### config.mk
export PLATFORM = sky130hd
export DESIGN_NAME = cmps2_uart_cmd
export DESIGN_NICKNAME = d
export VERILOG_FILES = /design/src/rtl/cmps2_uart_cmd.sv
export SDC_FILE = /design/constraint.sdc
export NUM_CORES = 1
export LEC_CHECK = 0
export ABC_AREA = 1
export BUFFER_PORTS_ARGS = -buffer_cell sky130_fd_sc_hd__buf_2
export CAP_MARGIN = 30
export CORE_MARGIN = 2
export CORE_UTILIZATION = 60
export CTS_CLUSTER_DIAMETER = 30
export DETAILED_ROUTE_END_ITERATION = 10
export GPL_TIMING_DRIVEN = 0
export HOLD_SLACK_MARGIN = 0.15
export MAX_ROUTING_LAYER = met4
export PLACE_DENSITY = 0.76
export SYNTH_ARGS = -nofsm -noshare
export SYNTH_HDL_FRONTEND = slang
export SYNTH_SLANG_ARGS = --single-unit
### constraint.sdc
create_clock -name clk -period 3.7 [get_ports clk]
set_clock_uncertainty 0.05 [all_clocks]
set_input_delay 0.37 -clock clk [delete_from_list [all_inputs] [get_ports clk]]
set_output_delay 0.37 -clock clk [all_outputs]
set_load 0.02 [all_outputs]
### src/rtl/cmps2_uart_cmd.sv
// Host-side UART command receiver for the Pmod CMPS2 interface: deserialises 8N1
// bytes and turns single-byte commands into measure/calibrate pulses and a resolution.
module cmps2_uart_cmd #(
    parameter int         CLKS_PER_BIT = 868,
    parameter int         TIMEOUT_CYC  = 10_000_000,
    parameter logic [1:0] RES_DEFAULT  = 2'b00
) (
    input  logic       clk,
    input  logic       rst,
    input  logic       rx,
    input  logic       valid,
    output logic       measure,
    output logic       calibrate,
    output logic [1:0] resolution,
    output logic       busy,
    output logic [7:0] rx_data,
    output logic       rx_strobe,
    output logic       cmd_error,
    output logic       frame_error
);
    localparam int BCW = $clog2(CLKS_PER_BIT);
    localparam int TCW = $clog2(TIMEOUT_CYC);
    localparam logic [BCW-1:0] BIT_LAST  = BCW'(CLKS_PER_BIT - 1);
    localparam logic [BCW-1:0] HALF_LAST = BCW'(CLKS_PER_BIT / 2 - 1);
    localparam logic [TCW-1:0] TMO_LAST  = TCW'(TIMEOUT_CYC - 1);

    typedef enum logic [2:0] {R_IDLE, R_START, R_DATA, R_STOP, R_RECOVER} rx_state_t;
    typedef enum logic [1:0] {P_IDLE, P_RES_ARG, P_WAIT} p_state_t;

    rx_state_t      rstate_q, rstate_d;
    p_state_t       pstate_q, pstate_d;
    logic           rx_meta_q, rx_sync_q, valid_q;
    logic [BCW-1:0] bcnt_q, bcnt_d;
    logic [2:0]     bidx_q, bidx_d;
    logic [7:0]     shift_q, shift_d;
    logic [7:0]     rx_data_q, rx_data_d;
    logic           rx_strobe_q, rx_strobe_d;
    logic           frame_error_q, frame_error_d;
    logic [TCW-1:0] tcnt_q, tcnt_d;
    logic [1:0]     resolution_q, resolution_d;
    logic           measure_q, measure_d;
    logic           calibrate_q, calibrate_d;
    logic           cmd_error_q, cmd_error_d;
    logic           busy_q, busy_d;
    logic           valid_edge;

    assign valid_edge = valid & ~valid_q;

    always_ff @(posedge clk or negedge rst) begin
        if (!rst) begin
            rx_meta_q     <= 1'b1;
            rx_sync_q     <= 1'b1;
            valid_q       <= 1'b0;
            rstate_q      <= R_IDLE;
            pstate_q      <= P_IDLE;
            bcnt_q        <= '0;
            bidx_q        <= '0;
            shift_q       <= '0;
            rx_data_q     <= '0;
            rx_strobe_q   <= 1'b0;
            frame_error_q <= 1'b0;
            tcnt_q        <= '0;
            resolution_q  <= RES_DEFAULT;
            measure_q     <= 1'b0;
            calibrate_q   <= 1'b0;
            cmd_error_q   <= 1'b0;
            busy_q        <= 1'b0;
        end else begin
            rx_meta_q     <= rx;
            rx_sync_q     <= rx_meta_q;
            valid_q       <= valid;
            rstate_q      <= rstate_d;
            pstate_q      <= pstate_d;
            bcnt_q        <= bcnt_d;
            bidx_q        <= bidx_d;
            shift_q       <= shift_d;
            rx_data_q     <= rx_data_d;
            rx_strobe_q   <= rx_strobe_d;
            frame_error_q <= frame_error_d;
            tcnt_q        <= tcnt_d;
            resolution_q  <= resolution_d;
            measure_q     <= measure_d;
            calibrate_q   <= calibrate_d;
            cmd_error_q   <= cmd_error_d;
            busy_q        <= busy_d;
        end
    end

    // Receiver: start bit re-checked at mid-bit, then every later sample lands mid-bit.
    always_comb begin
        rstate_d      = rstate_q;
        bcnt_d        = bcnt_q;
        bidx_d        = bidx_q;
        shift_d       = shift_q;
        rx_data_d     = rx_data_q;
        rx_strobe_d   = 1'b0;
        frame_error_d = 1'b0;
        case (rstate_q)
            R_IDLE: begin
                if (!rx_sync_q) begin
                    rstate_d = R_START;
                    bcnt_d   = '0;
                    bidx_d   = '0;
                end
            end
            R_START: begin
                if (bcnt_q == HALF_LAST) begin
                    bcnt_d   = '0;
                    rstate_d = rx_sync_q ? R_IDLE : R_DATA;
                end else begin
                    bcnt_d = bcnt_q + 1'b1;
                end
            end
            R_DATA: begin
                if (bcnt_q == BIT_LAST) begin
                    bcnt_d  = '0;
                    shift_d = {rx_sync_q, shift_q[7:1]};
                    bidx_d  = bidx_q + 3'd1;
                    if (bidx_q == 3'd7) rstate_d = R_STOP;
                end else begin
                    bcnt_d = bcnt_q + 1'b1;
                end
            end
            R_STOP: begin
                if (bcnt_q == BIT_LAST) begin
                    bcnt_d = '0;
                    if (rx_sync_q) begin
                        rx_data_d   = shift_q;
                        rx_strobe_d = 1'b1;
                        rstate_d    = R_IDLE;
                    end else begin
                        frame_error_d = 1'b1;
                        rstate_d      = R_RECOVER;
                    end
                end else begin
                    bcnt_d = bcnt_q + 1'b1;
                end
            end
            R_RECOVER: begin
                if (rx_sync_q) rstate_d = R_IDLE;
            end
            default: rstate_d = R_IDLE;
        endcase
    end

    // Command parser; a valid edge always beats a coincident timeout.
    always_comb begin
        pstate_d     = pstate_q;
        tcnt_d       = tcnt_q;
        resolution_d = resolution_q;
        measure_d    = 1'b0;
        calibrate_d  = 1'b0;
        cmd_error_d  = 1'b0;
        case (pstate_q)
            P_IDLE: begin
                if (rx_strobe_q) begin
                    case (rx_data_q)
                        8'h4D: begin
                            measure_d = 1'b1;
                            tcnt_d    = '0;
                            pstate_d  = P_WAIT;
                        end
                        8'h43: begin
                            calibrate_d = 1'b1;
                            tcnt_d      = '0;
                            pstate_d    = P_WAIT;
                        end
                        8'h52:   pstate_d    = P_RES_ARG;
                        default: cmd_error_d = 1'b1;
                    endcase
                end
            end
            P_RES_ARG: begin
                if (frame_error_q) begin
                    pstate_d = P_IDLE;
                end else if (rx_strobe_q) begin
                    if (rx_data_q[7:2] == 6'd0) resolution_d = rx_data_q[1:0];
                    else                        cmd_error_d  = 1'b1;
                    pstate_d = P_IDLE;
                end
            end
            P_WAIT: begin
                tcnt_d = tcnt_q + 1'b1;
                if (rx_strobe_q) cmd_error_d = 1'b1;
                if (valid_edge) begin
                    pstate_d = P_IDLE;
                end else if (tcnt_q == TMO_LAST) begin
                    cmd_error_d = 1'b1;
                    pstate_d    = P_IDLE;
                end
            end
            default: pstate_d = P_IDLE;
        endcase
        busy_d = (pstate_d == P_WAIT);
    end

    assign measure     = measure_q;
    assign calibrate   = calibrate_q;
    assign resolution  = resolution_q;
    assign busy        = busy_q;
    assign rx_data     = rx_data_q;
    assign rx_strobe   = rx_strobe_q;
    assign cmd_error   = cmd_error_q;
    assign frame_error = frame_error_q;
endmodule

## After elaboration in Yosys (flattened, before gate mapping)

Index checks and enable logic that the tools add are counted.

| storage, ports and cells | value |
|---|---|
| bits of input ports | 4 |
| register bits | 69 |
| output and inout bits | 16 |

| cells by class | value |
|---|---|
| muxes and demuxes | 47 |
| equality and inequality tests | 22 |
| reduce and logical (&&, ||, !) cells | 16 |
| $add $sub $neg | 3 |
| bitwise operators | 3 |

Operator list:

| operator | number |
|---|---|
| 24-bit two-way mux | 2 |
| 24-bit one-hot mux with 2 select lines | 1 |
| 10-bit two-way mux | 3 |
| 10-bit one-hot mux with 3 select lines | 1 |
| 3-bit two-way mux | 9 |
| 24-bit by 1-bit adder with 24-bit output (second input constant) | 1 |
| 24-bit == test (second input constant) | 1 |
| 8-bit by 7-bit == test with 1-bit output (second input constant) | 3 |
| 1-bit two-way mux | 20 |
| 2-bit inequality test (second input constant) | 8 |
| 3-bit one-hot mux with 5 select lines | 1 |
| 2-bit two-way mux | 6 |
| 10-bit by 1-bit adder with 10-bit output (second input constant) | 1 |
| 10-bit == test (second input constant) | 1 |
| 10-bit by 9-bit == test with 1-bit output (second input constant) | 1 |
| 3-bit AND reduction | 3 |
| 3-bit by 2-bit == test with 1-bit output (second input constant) | 2 |
| 3-bit == test (second input constant) | 2 |
| 6-bit logical NOT | 1 |
| 2-bit one-hot mux with 3 select lines | 1 |
| 3-bit one-hot mux with 2 select lines | 1 |
| 6-bit AND reduction | 1 |
| 2-bit == test (second input constant) | 2 |
| 2-bit one-hot mux with 2 select lines | 1 |
| 14 further kinds | 18 |

## Longest topological paths before layout

| depth | value |
|---|---|
| depth in word-level cells | 6 |
| mapped depth | 9 |
| mapped depth without buffers | 9 |

## Least setup slack after synthesis

No wires, ideal clock.

| timing path | value |
|---|---|
| path type | register to register |
| start point | reg tcnt_q[0] |
| end point | reg tcnt_q[8] |
| cell stages (with the launch flop) | 9 |
| clock period less this slack | 1.529 ns |
| arrival | 1.361 ns |
| buffers on the path | 0 |
| setup slack | 2.171 ns |
| path through | dfrtp_1 > ha_1 > nand2_1 > nor2_1 > nand2_1 > inv_1 > or2_2 > nand3_1 > nand2_1 |

| between the ends | value |
|---|---|
| word-level cells in the longest chain between the ends | 2 |

Ends and longest elaborated chain:

| element | RTL line | text |
|---|---|---|
| start: declaration | 39 | `logic [TCW-1:0] tcnt_q, tcnt_d;` |
| start signal: assignment | 80 | `tcnt_q <= tcnt_d;` |
| 24-bit by 1-bit adder with 24-bit output | 183 | `tcnt_d = tcnt_q + 1'b1;` |
| 24-bit one-hot mux with 2 select lines | 154 | `case (pstate_q)` |

Every way passes these cells.
A chain may end at the register's enable or synchronous reset.

## Worst setup path after layout

| timing path | value |
|---|---|
| start point | reg tcnt_q[0] |
| end point | reg tcnt_q[16] |

The elaborated chain is that of the path after synthesis.

==> metrics.md <==
| Metric | Value |
|---|---|
| Final Util | 0.690 |
| #FFs+latches synth | 69 |
| Share of cells above drive strength 1 | 0.112 |
| Tmin final | 1.95 ns |
| Hold_buf cts | 3 |
| Yosys cell types | 32 |
| Slew headroom | 0.446 |
| Pins Over Slew Limit | 0 |
| Status | finished clean |
| Place WS | 1.78 ns |
| Sw Share | 0.248 |
| Top cell by count, worst path | nand2_1 |
| Net count of the finished layout | 583 |
| Initial antenna violation count | 0 |
| Commonest cells after routing, fill and taps aside | nand2_1, nand3_1, nor2_1, dfrtp_1, inv_1 |
| I/O pin cnt | 20 |
| Worst hold margin | 0.310 ns |
| Pin count of the biggest net entering global routing | 70 |
| IO buf count | 19 |
| Sequential-to-total area share from yosys stat | 0.443 |
| CTS max path bufs | 2 |
| GRT Total Usage | 0.269 |
| CP Launch Type | flop |
| HPWL after DPL | 6240 um |
| Crit-path slowest cell | dfrtp_1 |
| Total of max-cap violations | 0 |
| Most common cell after layout, fill and taps aside | nand2_1 |
| Die area | 7170 um^2 |
| Cts bufs inserted | 9 |
| Seq pwr share | 0.503 |
| Final Hold Fails | 0 |
| FF+latch area | 1730 um^2 |
| Initial DRC count | 230 |
| Worst vdd ir | 0.000302 V |
| Vias in the first global route | 3519 |
| Final ANT Viol Nets | 0 |
| First-pass GRT wire length | 15100 um |
| FILL cells | 551 |
| Slew @ Worst Pin | 0.832 ns |
| Critical path data required time | 3.90 ns |
| Clock power frac | 0.456 |
| CP Data Arrival Time | 2.15 ns |
| Worst skew pair latency | 0.35 ns |
| Num rows | 29 |
| Postcts setup bufs | 0 |
| Crit end category | flop |
| CTS tree | yes |
| Max frequency | 513 MHz |
| Root Driver | clkbuf_8 |
| Crit path buffers/inverters | 1 |
| RSZ-0062 raised after global routing | no |
| Worst-path clk slew | 0.09 ns |
| Combinational share of power | 0.041 |
| Chip width | 84.7 um |
| Syn Inst Count | 541 |
| Setup TNS | 0 ns |
| Area occupied by multi-input gates | 1900 um^2 |
| Synth Warn # | 0 |
| Final setup margin | 1.75 ns |
| CTS resizes | 0 |
| Max FO, Critical Path | 7 |
| Synthesized cell area | 3900 um^2 |
| Sw power | 0.000391 W |
| Number of diodes | 0 |
| Post-Syn Area per Cell | 7.22 um^2 |
| DR pass1 iterations | 5 |
| Area growth from synthesis to layout | 11.6% |
| Hold WC Path Type | flop to flop |
| Slowest stage delay, CP | 0.46 ns |
| Die Y | 84.7 um |
| Starting density of the core | 0.619 |
| Setup-failing EPs final | 0 |
| Delay-heaviest family, CP | simple AND/OR/NAND/NOR gates |
| PwrDens | 362 nW/um^2 |
| CP Class | flop to flop |
| Syn_nets | 550 |
| Final worst path period share | 0.526 |
| Avg WL per Cell | 13.1 um |
| Grt ovf | 0 |
| GP Congestion | 0.902 |
| Leakage power | 2.18 nW |
| Internal power | 0.00119 W |
| Htree depth | 3 |
| CTS sink cnt | 69 |
| Via count | 3590 |
| Critical-path cell list | ha_1 -> nand2_1 -> nor2_1 -> nand2_1 -> inv_1 -> nand4_1 -> nand3_1 -> nand2_1 |
| Avg Vias per Cell | 5.47 |
| Core area | 6310 um^2 |
| DRC viols | 0 |
| WL final | 8590 um |
-- through the flow --
stage	instance area, um^2	total power, W	instances
finish	4360	0.00158	656
global route	4360	0.00163	656
CTS	4360	0.00159	656
detailed placement	4100	0.000872	637
global placement	4100	0.000870	637
floorplan	3910	0.000841	541
-- metal layers --
layer | share of wire | track usage | vias to the layer above
li1 | - | - | 1817
met1 | 0.46 | 0.337 | 1674
met2 | 0.48 | 0.429 | 79
met3 | 0.042 | 0.0551 | 20
met4 | 0.017 | 0.107 | 0
met5 | 0 | - | -
-- power groups by stage --
stage                     combinational [W]  clock (W)  sequential (W)
after floorplan                   0.0000382          0        0.000803
after global placement            0.0000625          0        0.000807
after detailed placement          0.0000636          0        0.000808
after CTS                         0.0000665   0.000730        0.000793
after global routing              0.0000761   0.000755        0.000796
final                             0.0000645   0.000718        0.000794
-- kinds of logic (layout without fill, tap and decap cells) --
logic type | Yosys count | in the layout | share of synthesized area
AO/OA/AOI/OAI | 32 | 32 | 0.0558
XOR/XNOR | 3 | 3 | 0.00673
adder cells (fa/ha/maj) | 5 | 5 | 0.0160
buffers and inverters | 66 | 104 | 0.0695
flip-flops | 69 | 69 | 0.443
AND/OR/NAND/NOR | 366 | 366 | 0.409
-- sequential cells by signal, summed over array words and instances (netlist names) --
signal,count
busy,1
valid_q,1
tcnt_q,24
bcnt_q,10
rx_strobe,1
bidx_q,3
rstate_q,3
rx_data,8
measure,1
frame_error,1
shift_q,8
pstate_q,2
resolution,2
rx_meta_q,1
calibrate,1
cmd_error,1
rx_sync_q,1
-- cell usage after synthesis (all sizes together) --
cell | number | area [um^2]
nand3 | 81 | 405
a31oi | 1 | 6.26
o32ai | 1 | 8.76
buf | 7 | 50.0
and2 | 1 | 6.26
o21bai | 6 | 45.0
nor2 | 82 | 325
clkbuf | 2 | 7.51
nand4 | 21 | 138
ha | 5 | 62.6
a21oi | 4 | 31.3
dfrtp | 67 | 1680
nand2 | 169 | 639
inv | 57 | 214
o21ai | 20 | 126
dfstp | 2 | 52.6
or2 | 6 | 37.5
xor2 | 3 | 26.3
nor3 | 6 | 46.3
-- final cells by class --
type	count	area share
Buffer	9	0.0132
Sequential cell	69	0.397
Multi-Input combinational cell	406	0.437
Inverter	57	0.0491
Clock inverter	7	0.0244
Tap cell	77	0.0221
Timing Repair Buffer	22	0.0293
Clock buffer	9	0.0284
-- worst reg2reg max path, cell delays in order, from the launching register on --
cell	delay (ns)
dfrtp_1	0.46
ha_1	0.31
nand2_1	0.11
nor2_1	0.38
nand2_1	0.16
inv_1	0.13
nand4_1	0.09
nand3_1	0.10
nand2_1	0.06
-- worst paths after layout --
path,startpoint,to,slack [ns],depth (start not counted)
setup / recovery,tcnt_q[0],tcnt_q[16],1.75,8
hold / removal,rx_meta_q,rx_sync_q,0.31,0
setup reg to reg,tcnt_q[0],tcnt_q[16],1.75,8
hold reg to reg,rx_meta_q,rx_sync_q,0.31,0
max in group asynchronous,rst,bidx_q[0],2.45,2
min in group asynchronous,rst,tcnt_q[7],0.61,2
(Power assumes the default switching activity.)
